===== src/rtl/prio_code_decoder.sv =====
// Priority-code decoder: rebuilds a 16-bit request bitmap from a stream of 8-bit
// priority codes, one frame at a time, behind valid/ready handshakes.
module prio_code_decoder #(
    parameter logic [7:0] NONE_CODE = 8'hF0,
    parameter int         MAX_BEATS = 16
) (
    input  logic        clk,
    input  logic        rst,
    input  logic [7:0]  in_code,
    input  logic        in_valid,
    input  logic        in_last,
    output logic        in_ready,
    output logic [15:0] out_vec,
    output logic [4:0]  out_count,
    output logic        out_err,
    output logic        out_valid,
    input  logic        out_ready
);

    localparam logic [1:0] IDLE  = 2'd0;
    localparam logic [1:0] ACCUM = 2'd1;
    localparam logic [1:0] HOLD  = 2'd2;

    localparam logic [4:0] MAX_CNT = 5'(MAX_BEATS);

    logic [1:0]  state;
    logic [15:0] acc;
    logic [4:0]  cnt;
    logic        err;

    logic [15:0] dec;
    logic        illegal;
    logic [4:0]  cnt_nxt;
    logic        hit_max;
    logic        commit;

    // Bit 15 is implied by every legal code; k < 15 adds the highest lower request.
    always_comb begin
        dec     = '0;
        illegal = 1'b0;
        if (in_code < 8'd15)
            dec = 16'h8000 | (16'd1 << in_code[3:0]);
        else if (in_code == NONE_CODE)
            dec = 16'h8000;
        else
            illegal = 1'b1;
    end

    assign in_ready = (state != HOLD);
    assign cnt_nxt  = cnt + 5'd1;
    assign hit_max  = (cnt_nxt == MAX_CNT);
    assign commit   = in_last | hit_max;

    always_ff @(posedge clk) begin
        if (rst) begin
            state     <= IDLE;
            acc       <= '0;
            cnt       <= '0;
            err       <= 1'b0;
            out_vec   <= '0;
            out_count <= '0;
            out_err   <= 1'b0;
            out_valid <= 1'b0;
        end else begin
            case (state)
                IDLE, ACCUM: begin
                    if (in_valid) begin
                        acc <= acc | dec;
                        cnt <= cnt_nxt;
                        err <= err | illegal;
                        if (commit) begin
                            out_vec   <= acc | dec;
                            out_count <= cnt_nxt;
                            // A beat-limit commit without in_last marks a truncated frame.
                            out_err   <= err | illegal | (hit_max & ~in_last);
                            out_valid <= 1'b1;
                            state     <= HOLD;
                        end else begin
                            state <= ACCUM;
                        end
                    end
                end
                HOLD: begin
                    if (out_ready) begin
                        out_valid <= 1'b0;
                        acc       <= '0;
                        cnt       <= '0;
                        err       <= 1'b0;
                        state     <= IDLE;
                    end
                end
                default: state <= IDLE;
            endcase
        end
    end

endmodule

===== config.mk =====
export PLATFORM = sky130hd
export DESIGN_NAME = prio_code_decoder
export DESIGN_NICKNAME = d
export VERILOG_FILES = /design/src/rtl/prio_code_decoder.sv
export SDC_FILE = /design/constraint.sdc
export NUM_CORES = 1
export LEC_CHECK = 0
export ABC_AREA = 1
export ABC_CLOCK_PERIOD_IN_PS = 1750
export BUFFER_PORTS_ARGS = -buffer_cell sky130_fd_sc_hd__buf_4
export CORE_AREA = 2 2 64 66
export CTS_BUF_LIST = sky130_fd_sc_hd__clkbuf_8
export CTS_CLUSTER_SIZE = 24
export DETAILED_ROUTE_END_ITERATION = 6
export DIE_AREA = 0 0 66 68
export GPL_ROUTABILITY_DRIVEN = 0
export PLACE_DENSITY = 0.88
export SLEW_MARGIN = 20
export SYNTH_ARGS = -nofsm -noshare
export SYNTH_HDL_FRONTEND = slang
export SYNTH_SLANG_ARGS = --single-unit

===== constraint.sdc =====
create_clock -name clk -period 1.75 [get_ports clk]
set_input_delay 0.175 -clock clk [delete_from_list [all_inputs] [get_ports clk]]
set_output_delay 0.175 -clock clk [all_outputs]
set_load 0.01 [all_outputs]

== Word-level counts from Yosys, hierarchy flattened ==
Index checks and enable logic that the tools add are counted.

* $lt $le $gt $ge: 1
* Muxes and demuxes: 20
* Reductions and logical operators: 7
* Equal/unequal tests: 8
* Shifts and indexed selects: 1
* Bitwise logic cells: 6
* $add $sub $neg: 1

{| class="wikitable"
|+ Operators by type and width
! operator !! number
|-
| 16-bit two-way mux || 4
|-
| 16-bit case mux with 2 select lines || 1
|-
| 16-bit OR || 1
|-
| 1-bit by 4-bit left shift with 15-bit output, first input constant || 1
|-
| 5-bit two-way mux || 2
|-
| 5-bit case mux with 2 select lines || 1
|-
| 8-bit == test, second input constant || 1
|-
| 8-bit by 4-bit less-than comparator with 1-bit output, second input constant || 1
|-
| 2-bit != test, second input constant || 4
|-
| 1-bit two-way mux || 6
|-
| 2-bit two-way mux || 3
|-
| 3-bit AND reduction || 2
|-
| 5-bit by 1-bit adder with 5-bit output, second input constant || 1
|-
| 5-bit == test, second input constant || 1
|-
| 1-bit case mux with 2 select lines || 2
|-
| 2-bit case mux with 2 select lines || 1
|-
| 4-bit AND reduction || 1
|-
| 1-bit OR || 3
|-
| 2-bit by 1-bit == test with 1-bit output, second input constant || 1
|-
| 2-bit == test, second input constant || 1
|-
| 2-bit logical NOT || 1
|-
| 2-bit AND reduction || 1
|-
| 2-bit nonzero test || 1
|-
| 2-bit OR reduction || 1
|-
| 2 further kinds || 2
|}

* Bits in registers: 47

== Depth between registers and ports, before layout ==
Gate-level depths: netlist of run 1.

* Depth after elaboration: 6
* Mapped depth: 10
* Depth with buffers taken out: 9

== Worst setup path before layout of run 1 ==
No wires, ideal clock.

* Path type: register to register
* Start point: register cnt[0]
* End point: register out_vec[1]
* Library setup time: 0.115 ns
* Required time: 1.635 ns
* Cell stages (with the launch flop): 10
* Clock period less this slack: 1.426 ns
* Slack: 0.324 ns
* Arrival time: 1.311 ns
* Cell sequence: dfxtp_1 ha_1 nand3_1 nand2_1 nand2_2 nand3_2 nand2_4 buf_4 a21oi_1 nor2_1

* Word-level cells in the longest chain between the ends: 4

{| class="wikitable"
|+ RTL lines
! element !! line !! RTL
|-
| from (decl) || 28 || <nowiki>logic [4:0] cnt;</nowiki>
|-
| from (signal assigned) || 69 || <nowiki>cnt <= cnt_nxt;</nowiki>
|-
| 5-bit by 1-bit adder with 5-bit output || 50 || <nowiki>assign cnt_nxt = cnt + 5'd1;</nowiki>
|-
| 5-bit == test || 51 || <nowiki>assign hit_max = (cnt_nxt == MAX_CNT);</nowiki>
|-
| 1-bit OR || 52 || <nowiki>assign commit = in_last | hit_max;</nowiki>
|-
| 3-bit AND reduction (no source line) || -- ||
|-
| to (signal assigned) || 72 || <nowiki>out_vec <= acc | dec;</nowiki>
|-
| to (decl) || 13 || <nowiki>output logic [15:0] out_vec,</nowiki>
|}

No other way between the ends.
A chain may end at the register's enable or synchronous reset.

== Worst setup path in the final report of run 1 ==
* Start point: register cnt[0]
* End point: register out_vec[9]

Same word-level chain as after synthesis.

==> flow_summary.toml, run 1 <==
[status]
status = "complete, no violations"

[job]
maxCapViolCount = 0

[yosys]
avgSynthCellArea_um2 = 7.26
synth-seq-cells = 47
yosys_warnings = 0
synth_cell_types = 27
postSynthCellCount = 292
synth_nets = 306
syn-cell-area_um2 = 2120
synth-main-ff-cell = "dfxtp_1"
synth-edff-count = 0
async_reset_ff_share_pct = 0
seq_area_frac_synth_pct = 44.4

[clocking]
cts_setup_buffers = 0
cts_resized = 0
cts_max_level = 2
ctsRootBufferMaster = "clkbuf_8"
path_clk_slew_ps = 90
hold_buffers = 0
numCtsBuffers = 5
cts_sinks = 47
cts_tree = "yes"
clk_latency_ps = 310
clockBufferDepth = 2

[critical_path]
rr_worst_depth = 10
slowest_delay_ps = 320
path_cells = "ha_1 -> nand3_1 -> nand2_1 -> nand2_2 -> nand3_2 -> nand2_4 -> buf_12 -> nand3_1 -> nand2_1 -> nor2_1"
rrSetupSlack_ps = 190
crit_fanout = 23
r2r_start = "cnt[0]"
end_kind = "flop"
critPathArrivalTime_ps = 1760
worstSetupPathType = "flop to flop"
start_kind = "flop"
cp_slowest_cell = "dfxtp_1"
r2r-end = "out_vec[9]"
crit_required_ps = 1950

[detailed_routing]
viasPerCell = 5.20
postRouteAntennaNets = 0
wl_mm = 4.61
route.detailed.drc = 0
initialDrtViolationCount = 96
wl_per_cell_um = 12.3
dr.pass1.iters = 4
dr_total_vias = 1951

[power_and_ir_drop]
p_comb_share_pct = 15.3
seq_power_share_pct = 54.4
finalPower_mw = 2.08
powerDensity_nw_per_um2 = 834
p_sw_uw = 563
worst_ir_drop_vdd_mv = 0.641
total_leakage_power_nw = 1.09
swShare_pct = 27.1
internal-power_mw = 1.52
clkPwrFrac_pct = 30.4

[floorplanning]
rows = 23
die_h_um = 68
initial_core_util_pct = 55.0
fp.dieArea_um2 = 4490
fp.dieW_um = 66
core_area_um2 = 3860
boundaryPins = 37

[sta]
tns_ps = 0
hold_violations = 0
clock_skew_ps = 8.50
setup_viol = 0
timing.fmax_ghz = 0.642
fin_ws_ps = 192
rsz0062_at_grt = "false"
period_share_pct = 89.0
drv_slew = 0
fin_crit_ps = 1560
worst_slew_margin_rel_pct = 78.8
tightestPinTransition_ps = 318

[grt]
grt_max_degree = 43
grt_pass1_wl_mm = 7.60
antenna_found_initial = 0
grt_overflow = 0
grt_pass1_vias = 1760
track_usage_pct = 22.2

[hold_path]
hold_end = "state[0]"
holdCritStartpoint = "in_valid"
worstHoldPathCells = 2
hold_path_class = "primary input to flop"

[cells_and_area]
drive_above_1_share_pct = 18.8
final_cell_mix = "a21oi_1, dfxtp_1, nand2_1, buf_4, nor2_1"
nFillCells = 351
fin_cells = 375
nets = 338
area.growth.synth_to_final_pct = 17.7
antennaDiodeCount = 0
final_common_cell = "a21oi_1"

[place]
port_buffers = 36
place_hpwl_mm = 3.31
post-place-ws_ps = 190
dp_cells = 367
==> kinds of logic (layout without fill, tap and decap cells) <==
logic type               after synthesis  after routing  share of synthesized area (%)
AND/OR/NAND/NOR                      140            140                           29.8
AO/OA/AOI/OAI                         66             66                           15.8
flip-flops                            47             47                           44.4
buffers and inverters                 37             70                           9.03
adder cells (fa/ha/maj)                1              1                          0.590
XOR/XNOR                               1              1                          0.413
==> critical path, delay by kind of cell (launching register included) <==
family / cells / cell delay [ps]
simple gates: 8 / 700
flops: 1 / 320
fa+ha+maj: 1 / 240
buf+inv: 1 / 190
==> stage by stage <==
step / util (%) / instance area (µm²) / hold slack, ps
final: 64.7 / 2500 / 60.2
after global routing: 64.7 / 2500 / 53.8
after CTS: 64.7 / 2500 / 52.3
after detailed placement: 62.5 / 2410 / 379
after global placement: 62.5 / 2410 / 381
after floorplan: - / 2120 / 270
==> cells in the mapped netlist, types with 2 or more instances <==
| cell type | n | area share (%) |
|---|---|---|
| a21oi_1 | 61 | 14 |
| dfxtp_1 | 47 | 44 |
| nand2_1 | 46 | 8.1 |
| nor2_1 | 40 | 7.1 |
| nand3_1 | 26 | 6.1 |
| inv_1 | 18 | 3.2 |
| nor3_1 | 16 | 3.8 |
| buf_2 | 6 | 1.4 |
| clkbuf_1 | 4 | 0.71 |
| buf_4 | 3 | 1.1 |
| buf_6 | 3 | 1.6 |
| nand3_2 | 3 | 1.4 |
| o21ai_0 | 3 | 0.71 |
| nand2_2 | 2 | 0.59 |
| or2_2 | 2 | 0.59 |
==> how the worst max path moves through the flow <==
stage / slack [ps] / end / cells after the start / startpoint
floorplan: 320 / out_vec[1] / 9 / cnt[0]
global placement: 230 / out_count[0] / 10 / cnt[0]
detailed placement: 190 / out_vec[9] / 10 / cnt[0]
CTS: 170 / out_vec[9] / 10 / cnt[0]
global route: 3 / out_vec[1] / 9 / cnt[0]
finish: 190 / out_vec[9] / 10 / cnt[0]
==> sequential cells by signal, indices dropped and copies added, names as in the netlist <==
signal and count:
out_err 1, out_vec 16, out_count 5, acc 16, state 2, err 1, cnt 5, out_valid 1
==> power by group through the flow <==
stage	logic [mW]	clock network, mW	registers [mW]
after global placement	0.311	0	1.16
after global routing	0.357	0.689	1.14
after CTS	0.319	0.644	1.13
final	0.318	0.632	1.13
after detailed placement	0.318	0	1.16
after floorplan	0.187	0	1.17
==> area by class of cell <==
type	instances	area [µm²]	share of cell area, %
multi-input combinational	208	988	39.6
sequential	47	941	37.7
clock buffer	5	68.8	2.76
tap	50	62.6	2.51
clock inverter	3	16.3	0.652
timing repair buffer	43	348	13.9
inverter	19	71.3	2.86
==> metal layers <==
metal  share of wire (%)  GRT usage (%)  vias up
li1                    -              -     1034
met1                  44           25.0      861
met2                  48           39.9       45
met3                 4.7           5.43       11
met4                 2.8           9.95        0
met5                   0              0        -
Note: power is estimated with default switching activity, not from simulation.
==> run 2, diff against run 1 <==
==> constraint.sdc (replaced) <==
create_clock -name clk -period 1.75 [get_ports clk]
set_input_delay 0.35 -clock clk [delete_from_list [all_inputs] [get_ports clk]]
set_output_delay 0.35 -clock clk [all_outputs]
set_load 0.01 [all_outputs]
==> run 2 against run 1 <==
  * Clock power hardly changed
  * Sequential power about the same
  * Die area unchanged
  * Core utilization down 0.13 points
  * Clock-buffer cell count stayed put
  * Clock skew shrank 2.7 ps
  * Via count rose by 2.5%
  * Non-clock buffer count decreased by 1
  * Design area decreased by 0.20%
  * Register-to-register slack lost 50 ps
  * Worst hold slack improved by 180 ps
  * Sequential cell count unchanged
  * Highest routed layer unchanged
==> flow_summary.toml, run 2 (same netlist as run 1, synthesis figures left out) <==
[critical_path]
r2r-end = "out_vec[8]"
crit_required_ps = 1950
cpLargestDelayFamily = "simple AND/OR/NAND/NOR gates"
cp_num_buf_inv = 1
end_kind = "flop"
path_cells = "ha_2 -> nand3_1 -> nand2_1 -> nand2_2 -> nand3_2 -> nand2_4 -> buf_12 -> a21oi_1 -> nor2_1"
endpoint = "out_vec[8]"
rr_worst_depth = 9
crit_fanout = 24
critPathArrivalTime_ps = 1810
r2r_start = "cnt[0]"
start_kind = "flop"
slowest_delay_ps = 350
cp_slowest_cell = "dfxtp_1"
critPathLaunch = "cnt[0]"
rrSetupSlack_ps = 140
worst-path-stages = 9
worstSetupPathType = "flop to flop"

[floorplanning]
fp.dieArea_um2 = 4490
boundaryPins = 37
fp.dieW_um = 66
rows = 23
initial_core_util_pct = 55.0
die_h_um = 68
core_area_um2 = 3860

[place]
port_buffers = 36
dp_cells = 366
place_hpwl_mm = 3.31
dpl_cell_area_um2 = 2400
post-place-ws_ps = 170

[clocking]
ctsRootBufferMaster = "clkbuf_8"
cts_max_level = 2
path_clk_slew_ps = 90
cts_resized = 0
cts_setup_buffers = 0
cts_sinks = 47
numCtsBuffers = 5
clk_latency_ps = 310
hold_buffers = 0
cts_tree = "yes"
clockBufferDepth = 2

[cells_and_area]
reg_top3 = "acc: 16 flops, out_vec: 16 flops"
final_common_cell = "a21oi_1"
antennaDiodeCount = 0
nets = 337
design_area_um2 = 2490
fin_cells = 374
drive_above_1_share_pct = 18.8
final_util_pct = 64.6
final_cell_mix = "a21oi_1, dfxtp_1, nand2_1, nor2_1, buf_4"
area.growth.synth_to_final_pct = 17.5

[sta]
tightestPinTransition_ps = 426
fin_crit_ps = 1610
timing.fmax_ghz = 0.621
tns_ps = 0
worst_slew_margin_rel_pct = 71.5
rsz0062_at_grt = "false"
hold_violations = 0
fin_ws_ps = 139
holdWs_ps = 239
setup_viol = 0
period_share_pct = 92.1
drv_slew = 0
clock_skew_ps = 5.78

[power_and_ir_drop]
finalPower_mw = 2.08
total_leakage_power_nw = 1.08
powerDensity_nw_per_um2 = 834
worst_ir_drop_vdd_mv = 0.568

[grt]
grt_pass1_vias = 1861
antenna_found_initial = 0
grt_max_degree = 48
track_usage_pct = 22.6
grt_overflow = 0
grt_pass1_wl_mm = 7.74

[job]
maxCapViolCount = 0

[detailed_routing]
dr.pass1.iters = 4
initialDrtViolationCount = 194
dr_total_vias = 2000
postRouteAntennaNets = 0
route.detailed.drc = 0
wl_per_cell_um = 12.3
wl_mm = 4.61
viasPerCell = 5.35

[hold_path]
hold_path_class = "primary input to flop"

[status]
status = "complete, no violations"
==> run 2: changes by cell type in the layout (fill, tap and decap cells not counted), sizes merged <==
cell,delta
buf,-1
==> run 2: report_power, final <==
part	switching, mW	internal (mW)
Combinational	0.183	0.134
Clock	0.356	0.273
Sequential	0.0221	1.11
Total	0.561	1.52
==> run 2: worst min path at each step <==
stage          cells past startpoint  startpoint         to  slack [ps]
4_1_cts                            2    in_valid   state[0]         230
3_3_place_gp                       2   out_valid  out_valid         440
2_1_floorplan                      1    in_valid   state[0]         440
6_report                           2    in_valid   state[0]         240
3_5_place_dp                       2   out_valid  out_valid         450
5_1_grt                            2    in_valid   state[0]         250
==> run 2: metal layers <==
layer | GRT usage (%) | up-vias | wire length, µm | part of all wire, %
li1 | - | 1031 | - | -
met1 | 23.7 | 906 | 1920 | 42
met2 | 42.8 | 53 | 2390 | 52
met3 | 6.41 | 10 | 206 | 4.5
met4 | 8.42 | 0 | 106 | 2.3
met5 | 0 | - | 0 | 0
==> run 2: layout make-up <==
class                   count  area (µm²)
flip-flops and latches     47         941
inverters                  19        71.3
well taps                  50        62.6
clock buffers               5        68.8
multi-input cells         208         991
repair buffers             42         340
clock inverters             3        16.3
fillers                   352        1370
